File: config.mk
export PLATFORM = sky130hd
export DESIGN_NAME = operand_loader
export DESIGN_NICKNAME = d
export VERILOG_FILES = /design/src/rtl/operand_loader.sv
export SDC_FILE = /design/constraint.sdc
export NUM_CORES = 1
export LEC_CHECK = 0
export ABC_CLOCK_PERIOD_IN_PS = 4400
export CORE_MARGIN = 2
export CORE_UTILIZATION = 40
export CTS_CLUSTER_SIZE = 30
export DETAILED_ROUTE_END_ITERATION = 12
export PLACE_DENSITY_LB_ADDON = 0.08
export SYNTH_ARGS = -nofsm -noshare
export SYNTH_HDL_FRONTEND = slang
export SYNTH_SLANG_ARGS = --single-unit
File: constraint.sdc
create_clock -name clk -period 4.4 [get_ports clk]
set_clock_uncertainty 0.2 [all_clocks]
set_input_delay 0.88 -clock clk [delete_from_list [all_inputs] [get_ports clk]]
set_output_delay 0.88 -clock clk [all_outputs]
set_load 0.02 [all_outputs]
File: src/rtl/operand_loader.sv
// Operand loader: clears the north/west lane buffers, then streams 2*G*K operands
// into them with a diagonal skew (addr = lane + k), then runs the PE grid for
// K + 2*G - 1 cycles and pulses done.
module operand_loader #(
  parameter  int NUM_SIZE   = 16,
  parameter  int BUFFER_LEN = 8,
  parameter  int GRID_SIZE  = 2,
  localparam int AW = $clog2(BUFFER_LEN),
  localparam int LW = (GRID_SIZE > 1) ? $clog2(GRID_SIZE) : 1,
  localparam int KW = AW + 1
)(
  input  logic                clk,
  input  logic                rst,
  input  logic                start,
  input  logic [KW-1:0]       cfg_k,
  input  logic                in_valid,
  output logic                in_ready,
  input  logic [NUM_SIZE-1:0] in_data,
  output logic                wr_en,
  output logic                wr_sel,
  output logic [LW-1:0]       wr_lane,
  output logic [AW-1:0]       wr_addr,
  output logic [NUM_SIZE-1:0] wr_data,
  output logic                ce,
  output logic                busy,
  output logic                done,
  output logic                err
);

  // run counter is wide enough for K + 2*G - 2
  localparam int RW = KW + LW + 2;

  localparam logic [LW-1:0] LAST_LANE = LW'(GRID_SIZE - 1);
  localparam logic [AW-1:0] LAST_ADDR = AW'(BUFFER_LEN - 1);
  localparam logic [KW-1:0] KMAX      = KW'(BUFFER_LEN - GRID_SIZE + 1);

  typedef enum logic [2:0] {S_IDLE, S_CLEAR, S_LOAD, S_RUN, S_DONE} state_t;

  state_t        state;
  logic [KW-1:0] k_reg;
  logic          c_sel;
  logic [LW-1:0] c_lane;
  logic [AW-1:0] c_addr;    // clear position currently on the write port
  logic [KW-1:0] c_k;       // next element index within the lane
  logic          load_fin;  // last operand accepted, its write is in flight
  logic [RW-1:0] run_cnt;

  logic          nx_sel;
  logic [LW-1:0] nx_lane;
  logic [AW-1:0] nx_addr;
  logic          clear_last;
  logic          load_last;
  logic          k_ok;
  logic [RW-1:0] run_last;

  // Operands are only taken while loading and before the final one is accepted.
  assign in_ready = (state == S_LOAD) && !load_fin;

  assign k_ok       = (cfg_k != '0) && (cfg_k <= KMAX);
  assign clear_last = c_sel && (c_lane == LAST_LANE) && (c_addr == LAST_ADDR);
  assign load_last  = c_sel && (c_lane == LAST_LANE) && (c_k == k_reg - 1'b1);
  assign run_last   = RW'(k_reg) + RW'(2 * GRID_SIZE - 2);

  // Next clear position: addr fastest, then lane, then north->west.
  always_comb begin
    nx_sel  = c_sel;
    nx_lane = c_lane;
    nx_addr = c_addr + 1'b1;
    if (c_addr == LAST_ADDR) begin
      nx_addr = '0;
      if (c_lane == LAST_LANE) begin
        nx_lane = '0;
        nx_sel  = 1'b1;
      end else begin
        nx_lane = c_lane + 1'b1;
      end
    end
  end

  // Control FSM with registered outputs; strobes default low each cycle.
  always_ff @(posedge clk or posedge rst) begin
    if (rst) begin
      state    <= S_IDLE;
      k_reg    <= '0;
      c_sel    <= 1'b0;
      c_lane   <= '0;
      c_addr   <= '0;
      c_k      <= '0;
      load_fin <= 1'b0;
      run_cnt  <= '0;
      wr_en    <= 1'b0;
      wr_sel   <= 1'b0;
      wr_lane  <= '0;
      wr_addr  <= '0;
      wr_data  <= '0;
      ce       <= 1'b0;
      busy     <= 1'b0;
      done     <= 1'b0;
      err      <= 1'b0;
    end else begin
      wr_en <= 1'b0;
      done  <= 1'b0;
      err   <= 1'b0;
      case (state)
        S_IDLE: begin
          if (start) begin
            if (k_ok) begin
              // first clear write is presented in the first CLEAR cycle
              k_reg   <= cfg_k;
              state   <= S_CLEAR;
              busy    <= 1'b1;
              c_sel   <= 1'b0;
              c_lane  <= '0;
              c_addr  <= '0;
              wr_en   <= 1'b1;
              wr_sel  <= 1'b0;
              wr_lane <= '0;
              wr_addr <= '0;
              wr_data <= '0;
            end else begin
              err <= 1'b1;
            end
          end
        end
        S_CLEAR: begin
          if (clear_last) begin
            state    <= S_LOAD;
            c_sel    <= 1'b0;
            c_lane   <= '0;
            c_k      <= '0;
            load_fin <= 1'b0;
          end else begin
            c_sel   <= nx_sel;
            c_lane  <= nx_lane;
            c_addr  <= nx_addr;
            wr_en   <= 1'b1;
            wr_sel  <= nx_sel;
            wr_lane <= nx_lane;
            wr_addr <= nx_addr;
            wr_data <= '0;
          end
        end
        S_LOAD: begin
          if (load_fin) begin
            // final write has issued this cycle; start computing
            state    <= S_RUN;
            load_fin <= 1'b0;
            ce       <= 1'b1;
            run_cnt  <= '0;
          end else if (in_valid) begin
            wr_en   <= 1'b1;
            wr_sel  <= c_sel;
            wr_lane <= c_lane;
            wr_addr <= AW'(c_lane) + AW'(c_k);
            wr_data <= in_data;
            if (load_last) begin
              load_fin <= 1'b1;
            end else if (c_k == k_reg - 1'b1) begin
              c_k <= '0;
              if (c_lane == LAST_LANE) begin
                c_lane <= '0;
                c_sel  <= 1'b1;
              end else begin
                c_lane <= c_lane + 1'b1;
              end
            end else begin
              c_k <= c_k + 1'b1;
            end
          end
        end
        S_RUN: begin
          if (run_cnt == run_last) begin
            ce    <= 1'b0;
            done  <= 1'b1;
            state <= S_DONE;
          end else begin
            run_cnt <= run_cnt + 1'b1;
          end
        end
        S_DONE: begin
          state <= S_IDLE;
          busy  <= 1'b0;
        end
        default: state <= S_IDLE;
      endcase
    end
  end

endmodule

=== Word-level counts from Yosys, hierarchy flattened ===
Cells that the tools add are included.

* ROM bits: 0
* Bits of input ports: 24
* Memory bits (writable): 0
* Output and inout bits: 27
* Memories kept: 0
* Register bits after elaboration: 50
* Bits in latches: 0

* Mux-type cells: 77
* Add/subtract/negate cells: 7
* $mul: 0
* Shift-type cells: 0
* Equality and inequality tests: 18
* Bitwise gates (word level): 0
* $lt $le $gt $ge: 1
* Div/mod/pow operators: 0
* Reductions and logical operators: 23

{| class="wikitable"
|+ Operators with widths
! operator !! count
|-
| $mux 16 || 5
|-
| $pmux 16 s3 || 1
|-
| $mux 1 || 40
|-
| $mux 3 || 11
|-
| $mux 4 || 5
|-
| $ne 2x2->1 const B || 10
|-
| $pmux 1 s3 || 5
|-
| $mux 7 || 2
|-
| $pmux 7 s2 || 1
|-
| $pmux 3 s4 || 1
|-
| $reduce_and 3->1 || 4
|-
| $reduce_and 5->1 || 2
|-
| $pmux 3 s3 || 1
|-
| $pmux 4 s2 || 1
|-
| $reduce_bool 2->1 || 4
|-
| $add 7x1->7 const B || 1
|-
| $eq 7x5->1 || 1
|-
| $reduce_and 7->1 || 1
|-
| $eq 3x2->1 const B || 2
|-
| $eq 3x3->1 const B || 2
|-
| $pmux 1 s2 || 3
|-
| $pmux 3 s2 || 1
|-
| $reduce_and 6->1 || 1
|-
| $add 4x2->5 const B || 1
|-
| 16 further kinds || 20
|}

=== Depth between registers and ports, before layout ===
* Word-level depth: 7
* Depth in mapped cells: 8
* Gate-level depth less buffers: 7

=== Least setup slack after synthesis ===
Ideal clock, no wire load.

* Path type: input port to flip-flop
* Start: in cfg_k[1]
* End: reg wr_addr[1]
* Stages on the path: 5
* Path slack: 1.970 ns
* Library setup time: 0.125 ns
* Data arrival time: 2.104 ns
* Cells stage by stage: or3_4 > a311oi_4 > a211oi_2 > buf_6 > mux2_4

* Word-level cells in the longest chain between the ends: 4
* Elaborated cells between the ends (all ways): 5

{| class="wikitable"
|+ Ends and longest elaborated chain
! element !! RTL line !! source
|-
| start, declared || 15 || <nowiki>input logic [KW-1:0] cfg_k,</nowiki>
|-
| $le 4x3->1 / $reduce_bool 4->1 (equally long branches) || 59 || <nowiki>assign k_ok = (cfg_k != '0) && (cfg_k <= KMAX);</nowiki>
|-
| $logic_and 1x1->1 * || 59 ||
|-
| $ne 2x2->1 (no line) * || - ||
|-
| $reduce_and 6->1 (no line) * || - ||
|-
| end signal, assigned || 139 || <nowiki>wr_addr <= nx_addr;</nowiki>
|-
| end signal, assigned || 154 || <nowiki>wr_addr <= AW'(c_lane) + AW'(c_k);</nowiki>
|-
| end, declared || 22 || <nowiki>output logic [AW-1:0] wr_addr,</nowiki>
|}

Every way passes the cells marked *; elsewhere a longest branch is shown, timed or not.
A chain may end at the register's enable or synchronous reset.

=== Final worst setup path ===
* Start: reg state[2]
* End: out in_ready

* Word-level cells in the longest chain between the ends: 2

{| class="wikitable"
|+ Ends and longest elaborated chain
! element !! RTL line !! source
|-
| start, declared || 39 || <nowiki>state_t state;</nowiki>
|-
| start signal, assigned || 83 || <nowiki>state <= S_IDLE;</nowiki>
|-
| start signal, assigned || 110 || <nowiki>state <= S_CLEAR;</nowiki>
|-
| start signal, assigned || 127 || <nowiki>state <= S_LOAD;</nowiki>
|-
| $eq 3x2->1 || 57 || <nowiki>assign in_ready = (state == S_LOAD) && !load_fin;</nowiki>
|-
| $logic_and 1x1->1 || 57 ||
|-
| end, declared || 17 || <nowiki>output logic in_ready,</nowiki>
|}

No other way between the ends.

==> impl_metrics.yaml <==
global_route:
  track_usage_pct: 16.18
  antenna_found_initial: 0
  grt_overflow_total: 0
  grt_pass1_wl_mm: 9.397
  grt_pass1_vias: 1934
  grt_max_degree: 51
status:
  run_status: "finished clean"
final_layout:
  drive_gt1_share_pct: 6.897
  antennaDiodeCount: 0
  syn_to_final_growth_pct: 25.39
  nets: 352
  largest-register: "wr_data"
  fin_util_pct: 52.16
  largest_reg_flops: 16
  reg_top3: "wr_data x16, run_cnt x7"
  fin_area_mm2: 0.003331
yosys:
  synth_top_area_cell: "dfrtp_1"
  synth.area.mux_share_pct: 3.768
  synth.avg_cell_area_um2: 9.838
  synth_nets: 304
  synth_seq_cells: 50
  synth_cell_types: 52
  async_flop_share_pct: 100.0
  synth-edff-count: 0
  synth_ff_type: "dfrtp_1"
  synth_top_family_by_area: "simple AND/OR/NAND/NOR gates"
  synth-simple-area-share_pct: 18.79
  yosysMostFrequentCell: "dfrtp_1"
  synthCells: 270
  synth_area_leaders: "dfrtp_1 47%, ha_1 4.7%, o21ai_0 4.7%"
  synth_fa_ha_area_share_pct: 4.710
  yosysSeqAreaShare_pct: 47.10
  synth_compound_area_share_pct: 15.54
  synth_top_area_share_pct: 47.10
  synthXorXnorAreaFrac_pct: 4.475
  synth.yosys.warnings: 0
  synth_top_cells_by_count: "50 x dfrtp_1, 26 x inv_1, 25 x o21ai_0"
  synth_area_mm2: 0.002656
power:
  ir_drop_mv: 0.2732
  p_leak_nw: 1.436
  p_per_area_mw_per_mm2: 538.4
place:
  globalplace.congestion: 0.8022
  io_buffers: 50
  placed_cell_area_mm2: 0.003224
  hpwlAfterDp_mm: 4.048
worst_setup_path:
  endpoint_kind: "output port"
  crit_type: "reg -> out"
  r2r_start: "c_addr[0]"
  cp-start-kind: "flip-flop"
  critPathMaxFanout: 15
  critPathRequiredTime_ps: 3320
  worstPathArrival_ps: 2080
  setup.worst_path.start: "state[2]"
min_path:
  hold_class: "reg -> reg"
  min_from: "wr_sel"
drt:
  ant_nets: 0
  wire_per_inst_um: 14.12
  remaining_drc_errors: 0
  drt_iter0_drc: 117
  dr.pass1.iters: 4
  drt_wl_total_mm: 5.592
  vias_per_cell: 5.159
  route.vias.total: 2043
cts:
  cts_root_buffer: "clkbuf_8"
  clk_pin_slew_ps: 90
  cts_resized: 0
  clock-sinks: 50
  holdBufCountCts: 0
  htree_levels: 2
  clock_latency_ps: 300
  cts_buffer_depth: 2
  cts_buffers: 5
  post_cts_buffers: 0
  cts_tree: "done"
flow_run:
  maxCapViolations: 0
sta:
  hold_violations: 0
  rsz0062_at_grt: "no"
  slew_viol_final: 0
  fmax_ghz: 0.3166
  tns_ps: 0
  layout_min_cycle_time_ps: 3158
  setup_viol: 0
  fin_crit_sh_pct: 71.77
  relSlewSlack_pct: 31.49
  worstMarginPinSlew_ps: 1026
floorplanning:
  fp-row-count: 29
  start_util_pct: 41.59
  die-width_um: 85.49
  ios: 51
  die_h_um: 85.49
  die-area_mm2: 0.007309
  coreArea_mm2: 0.006386
## final cells by class
type                       count  area, um^2
clock buffer                   7       76.32
inverter                      26       97.59
timing repair buffer          52       515.5
clock inverter                 1       30.03
sequential                    50        1251
fill                         612        3055
tap                           77       96.34
multi-input combinational    183        1264
## worst max-delay path: stages, from the launching register on
cell	delay, ps
dfrtp_1	590
inv_1	220
nand3b_1	180
nor2_1	170
clkdlybuf4s50_1	620
## stage by stage
step / hold slack (ps) / total power [mW] / std cells / setup WS, ps
floorplan: 270.1 / 1.264 / 270 / 1970
global placement: 268.8 / 1.477 / 388 / 1163
detailed placement: 268.1 / 1.492 / 388 / 1055
CTS: 295.0 / 1.820 / 396 / 1227
global route: 334.7 / 1.937 / 396 / 1075
finish: 297.5 / 1.793 / 396 / 1242
## cells in the final DEF, fill, tap and decap left out, types with 2 or more instances in the layout
| cell | instances |
|---|---|
| nor3_1 | 6 |
| dfrtp_1 | 50 |
| ha_1 | 10 |
| nand3b_1 | 3 |
| a21oi_1 | 9 |
| a22o_1 | 3 |
| xor2_1 | 7 |
| nand2_1 | 16 |
| a32o_1 | 2 |
| a22oi_1 | 2 |
| o21ai_0 | 25 |
| clkbuf_8 | 5 |
| mux2i_1 | 7 |
| a21o_1 | 4 |
| nand4_1 | 4 |
| and2_1 | 4 |
| nor2b_1 | 3 |
| a31oi_1 | 2 |
| clkbuf_1 | 2 |
| xnor2_1 | 4 |
| nand3_1 | 20 |
| or3_1 | 3 |
| and3_1 | 3 |
| buf_4 | 2 |
| nor2_1 | 17 |
| inv_1 | 25 |
| nand2b_1 | 2 |
| clkdlybuf4s50_1 | 50 |
| nor4b_1 | 2 |
| mux2_4 | 2 |
## cells by family (layout without fill, tap and decap cells)
logic type | Yosys count | in the layout
AND/OR/NAND/NOR | 92 | 92
XOR/XNOR | 12 | 12
AO/OA/AOI/OAI | 60 | 60
multiplexers | 9 | 9
buffers and inverters | 37 | 86
flip-flops | 50 | 50
adder cells (fa/ha/maj) | 10 | 10
## path summary, 6_finish.rpt
path,to,slack [ps],cells past startpoint
worst max-delay path,in_ready,1240,4
worst min-delay path,wr_sel,300,2
worst max register to register,wr_data[10],1620,7
worst min register to register,wr_sel,300,2
max in group asynchronous,c_k[0],2420,2
min in group asynchronous,ce,940,2
## report_power, final
part           leakage, nW  total (mW)  internal [mW]  switching [mW]
clock               0.0524       0.316          0.170           0.146
combinational        0.729       0.812          0.386           0.426
sequential           0.655       0.665          0.555           0.110
## layer usage
| layer | routed length, um | vias up | GRT usage, % |
|---|---|---|---|
| li1 | - | 1039 | - |
| met1 | 2667 | 947 | 22.57 |
| met2 | 2596 | 51 | 25.36 |
| met3 | 253 | 6 | 3.176 |
| met4 | 74 | 0 | 5.483 |
| met5 | 0 | - | 0 |
Power figures use the tool's default switching activity.
==> patch: new RTL, same settings <==
Set the parameter `GRID_SIZE` to 4 (it was 2).
--- a/src/rtl/operand_loader.sv
+++ b/src/rtl/operand_loader.sv
@@ -4,7 +4,7 @@
 module operand_loader #(
   parameter  int NUM_SIZE   = 16,
   parameter  int BUFFER_LEN = 8,
-  parameter  int GRID_SIZE  = 2,
+  parameter  int GRID_SIZE  = 4,
   localparam int AW = $clog2(BUFFER_LEN),
   localparam int LW = (GRID_SIZE > 1) ? $clog2(GRID_SIZE) : 1,
   localparam int KW = AW + 1
Interface: changed (resized wr_lane); port bits go from 51 to 52. No check against the original RTL was run, so the function may have changed too.
==> patch against the original RTL <==
Critical path depth did not move; count of clock-buffer cells in the layout unchanged; sequential cell count increased by 3; global-route usage grew 0.89 points; routed wire length rose by 8.6%; synthesized area grew 6.2%; setup slack got worse by 0.078 ns; cell area increased by 6.3%; non-clock buffer count rose by 3; largest cell class unchanged.
Power is not compared: it rests on default switching activity, and its combinational part moved more than twofold at a synthesized area within 25%.
==> patch: results (changes against the original RTL) <==
Outcome
  – Status: complete, no violations

Layout
  – Post-layout net count: 365 (+3.7%)
  – Top flop regs: wr_data: 16 flops, run_cnt: 8 flops
  – Proportion of layout cells with a drive suffix above 1: 0.0873 (+0.0184)

Critical path
  – Destination of the worst register-to-register timing path: c_k[0]
  – Startpoint of the lowest-slack register-to-register path: k_reg[1]
  – Flop2flop setup slack: 1.66 ns (+0.04 ns)
  – Crit-path max FO: 11 (-4)
  – Worst path arrival time: 2.16 ns (+0.08 ns)
  – Crit-path leading delay family: simple AND/OR/NAND/NOR gates

Synthesis
  – Syn_nets: 313 (+3.0%)
  – Most used standard cells in the synthesized netlist: 53 x sky130_fd_sc_hd__dfrtp_1, 37 x sky130_fd_sc_hd__nand2_1, 25 x sky130_fd_sc_hd__inv_1
  – Sequential fraction of the synthesis area: 0.470 (-0.000965)
  – Cell types with the largest area share after synthesis: sky130_fd_sc_hd__dfrtp_1 47%, sky130_fd_sc_hd__mux2i_1 8.2%, sky130_fd_sc_hd__nand2_1 4.9%

Drt
  – Detailed Route WL: 6080 um (+8.6%)
  – Number of design-rule violations left by the first detailed-router iteration: 91 (-22%)
  – Routed via count divided by cell count: 5.00 (-3.0%)

Global routing
  – Met1 global-route usage: 0.224 (-0.00199)
  – Met3 capacity usage during global routing: 0.0302 (-0.00160)
  – Vias in the first global route: 2,175 (+12%)
  – Total track usage: 0.171 (+0.00889)
  – Wire length of the first global-routing pass: 10,300 um (+9.4%)
  – Routing usage on met2: 0.291 (+0.0378)

Place
  – Half-perimeter wire length after detailed placement: 4560 um (+13%)
  – Count of port buffers added during placement: 51 (+2.0%)
  – Final GP Congestion: 0.811 (+1.1%)

Hold path
  – Hold-critical path depth: 2 (unchanged)
  – Hold Crit Class: reg -> reg

Timing
  – Normalized max-slew margin: 0.384 (+0.0693)

CTS
  – Maximum clock path buffer count: 2 (unchanged)
==> patch: cell count changes in the layout (fill, tap and decap cells not counted), moves of 3 or more <==
cell | before | now
sky130_fd_sc_hd__nand2_1 | 16 | 37
sky130_fd_sc_hd__mux2i_1 | 7 | 23
sky130_fd_sc_hd__o21ai_0 | 25 | 11
sky130_fd_sc_hd__nand3_1 | 20 | 9
sky130_fd_sc_hd__mux2_2 | 0 | 8
sky130_fd_sc_hd__nor2_1 | 17 | 10
sky130_fd_sc_hd__xnor2_1 | 4 | 10
sky130_fd_sc_hd__xor2_1 | 7 | 1
sky130_fd_sc_hd__nor3_1 | 6 | 2
sky130_fd_sc_hd__a21o_1 | 4 | 1
sky130_fd_sc_hd__a31oi_1 | 2 | 5
sky130_fd_sc_hd__dfrtp_1 | 50 | 53
sky130_fd_sc_hd__nor2b_1 | 3 | 6
==> patch: worst min-delay path by stage <==
stage                    start    endpoint  slack (ns)
global placement    run_cnt[6]  run_cnt[6]        0.28
detailed placement   c_addr[2]   c_addr[2]        0.29
global route                ce          ce        0.33
CTS                  c_addr[2]   c_addr[2]        0.31
floorplan           run_cnt[6]  run_cnt[6]        0.26
finish                      ce          ce        0.31
==> patch: metrics by stage <==
stage | instances | util | cell area [um^2] | setup WS (ns) | hold slack, ns
final | 428 | 0.521 | 3540 | 1.16 | 0.310
after detailed placement | 420 | 0.509 | 3460 | 1.25 | 0.292
after floorplan | 279 | - | 2820 | 1.82 | 0.259
after CTS | 428 | 0.521 | 3540 | 1.13 | 0.313
after global placement | 420 | 0.509 | 3460 | 1.29 | 0.281
after global routing | 428 | 0.521 | 3540 | 0.965 | 0.334
==> patch: routing by layer <==
layer | vias to the layer above | part of all wire
met5 | - | 0
met4 | 0 | 0.012
met3 | 7 | 0.024
met2 | 24 | 0.50
met1 | 1031 | 0.46
li1 | 1080 | -
==> patch: kinds of logic (layout without fill, tap and decap cells) <==
family,Yosys count,in the layout,share of synthesized area
DFF,53,53,0.470
adders and majority gates,10,10,0.0470
and+or+nand+nor,87,87,0.152
buffers and inverters,35,88,0.0479
muxes,32,32,0.119
AOI/OAI and AO/OA,51,51,0.130
xor gates and xnor gates,11,11,0.0341
==> patch: cell type report <==
| cell class | count | area (um^2) |
|---|---|---|
| clock buffers | 7 | 76.3 |
| fillers | 645 | 3250 |
| repair buffers | 55 | 541 |
| flip-flops and latches | 53 | 1330 |
| clock inverters | 1 | 7.51 |
| well taps | 96 | 120 |
| multi-input cells | 191 | 1380 |
| inverters | 25 | 93.8 |
==> patch: power breakdown <==
| group | internal (mW) | leakage (nW) | switching (mW) |
|---|---|---|---|
| logic | 0.0199 | 0.921 | 0.0156 |
| clock network | 0.113 | 0.0385 | 0.157 |
| registers | 0.487 | 0.686 | 0 |
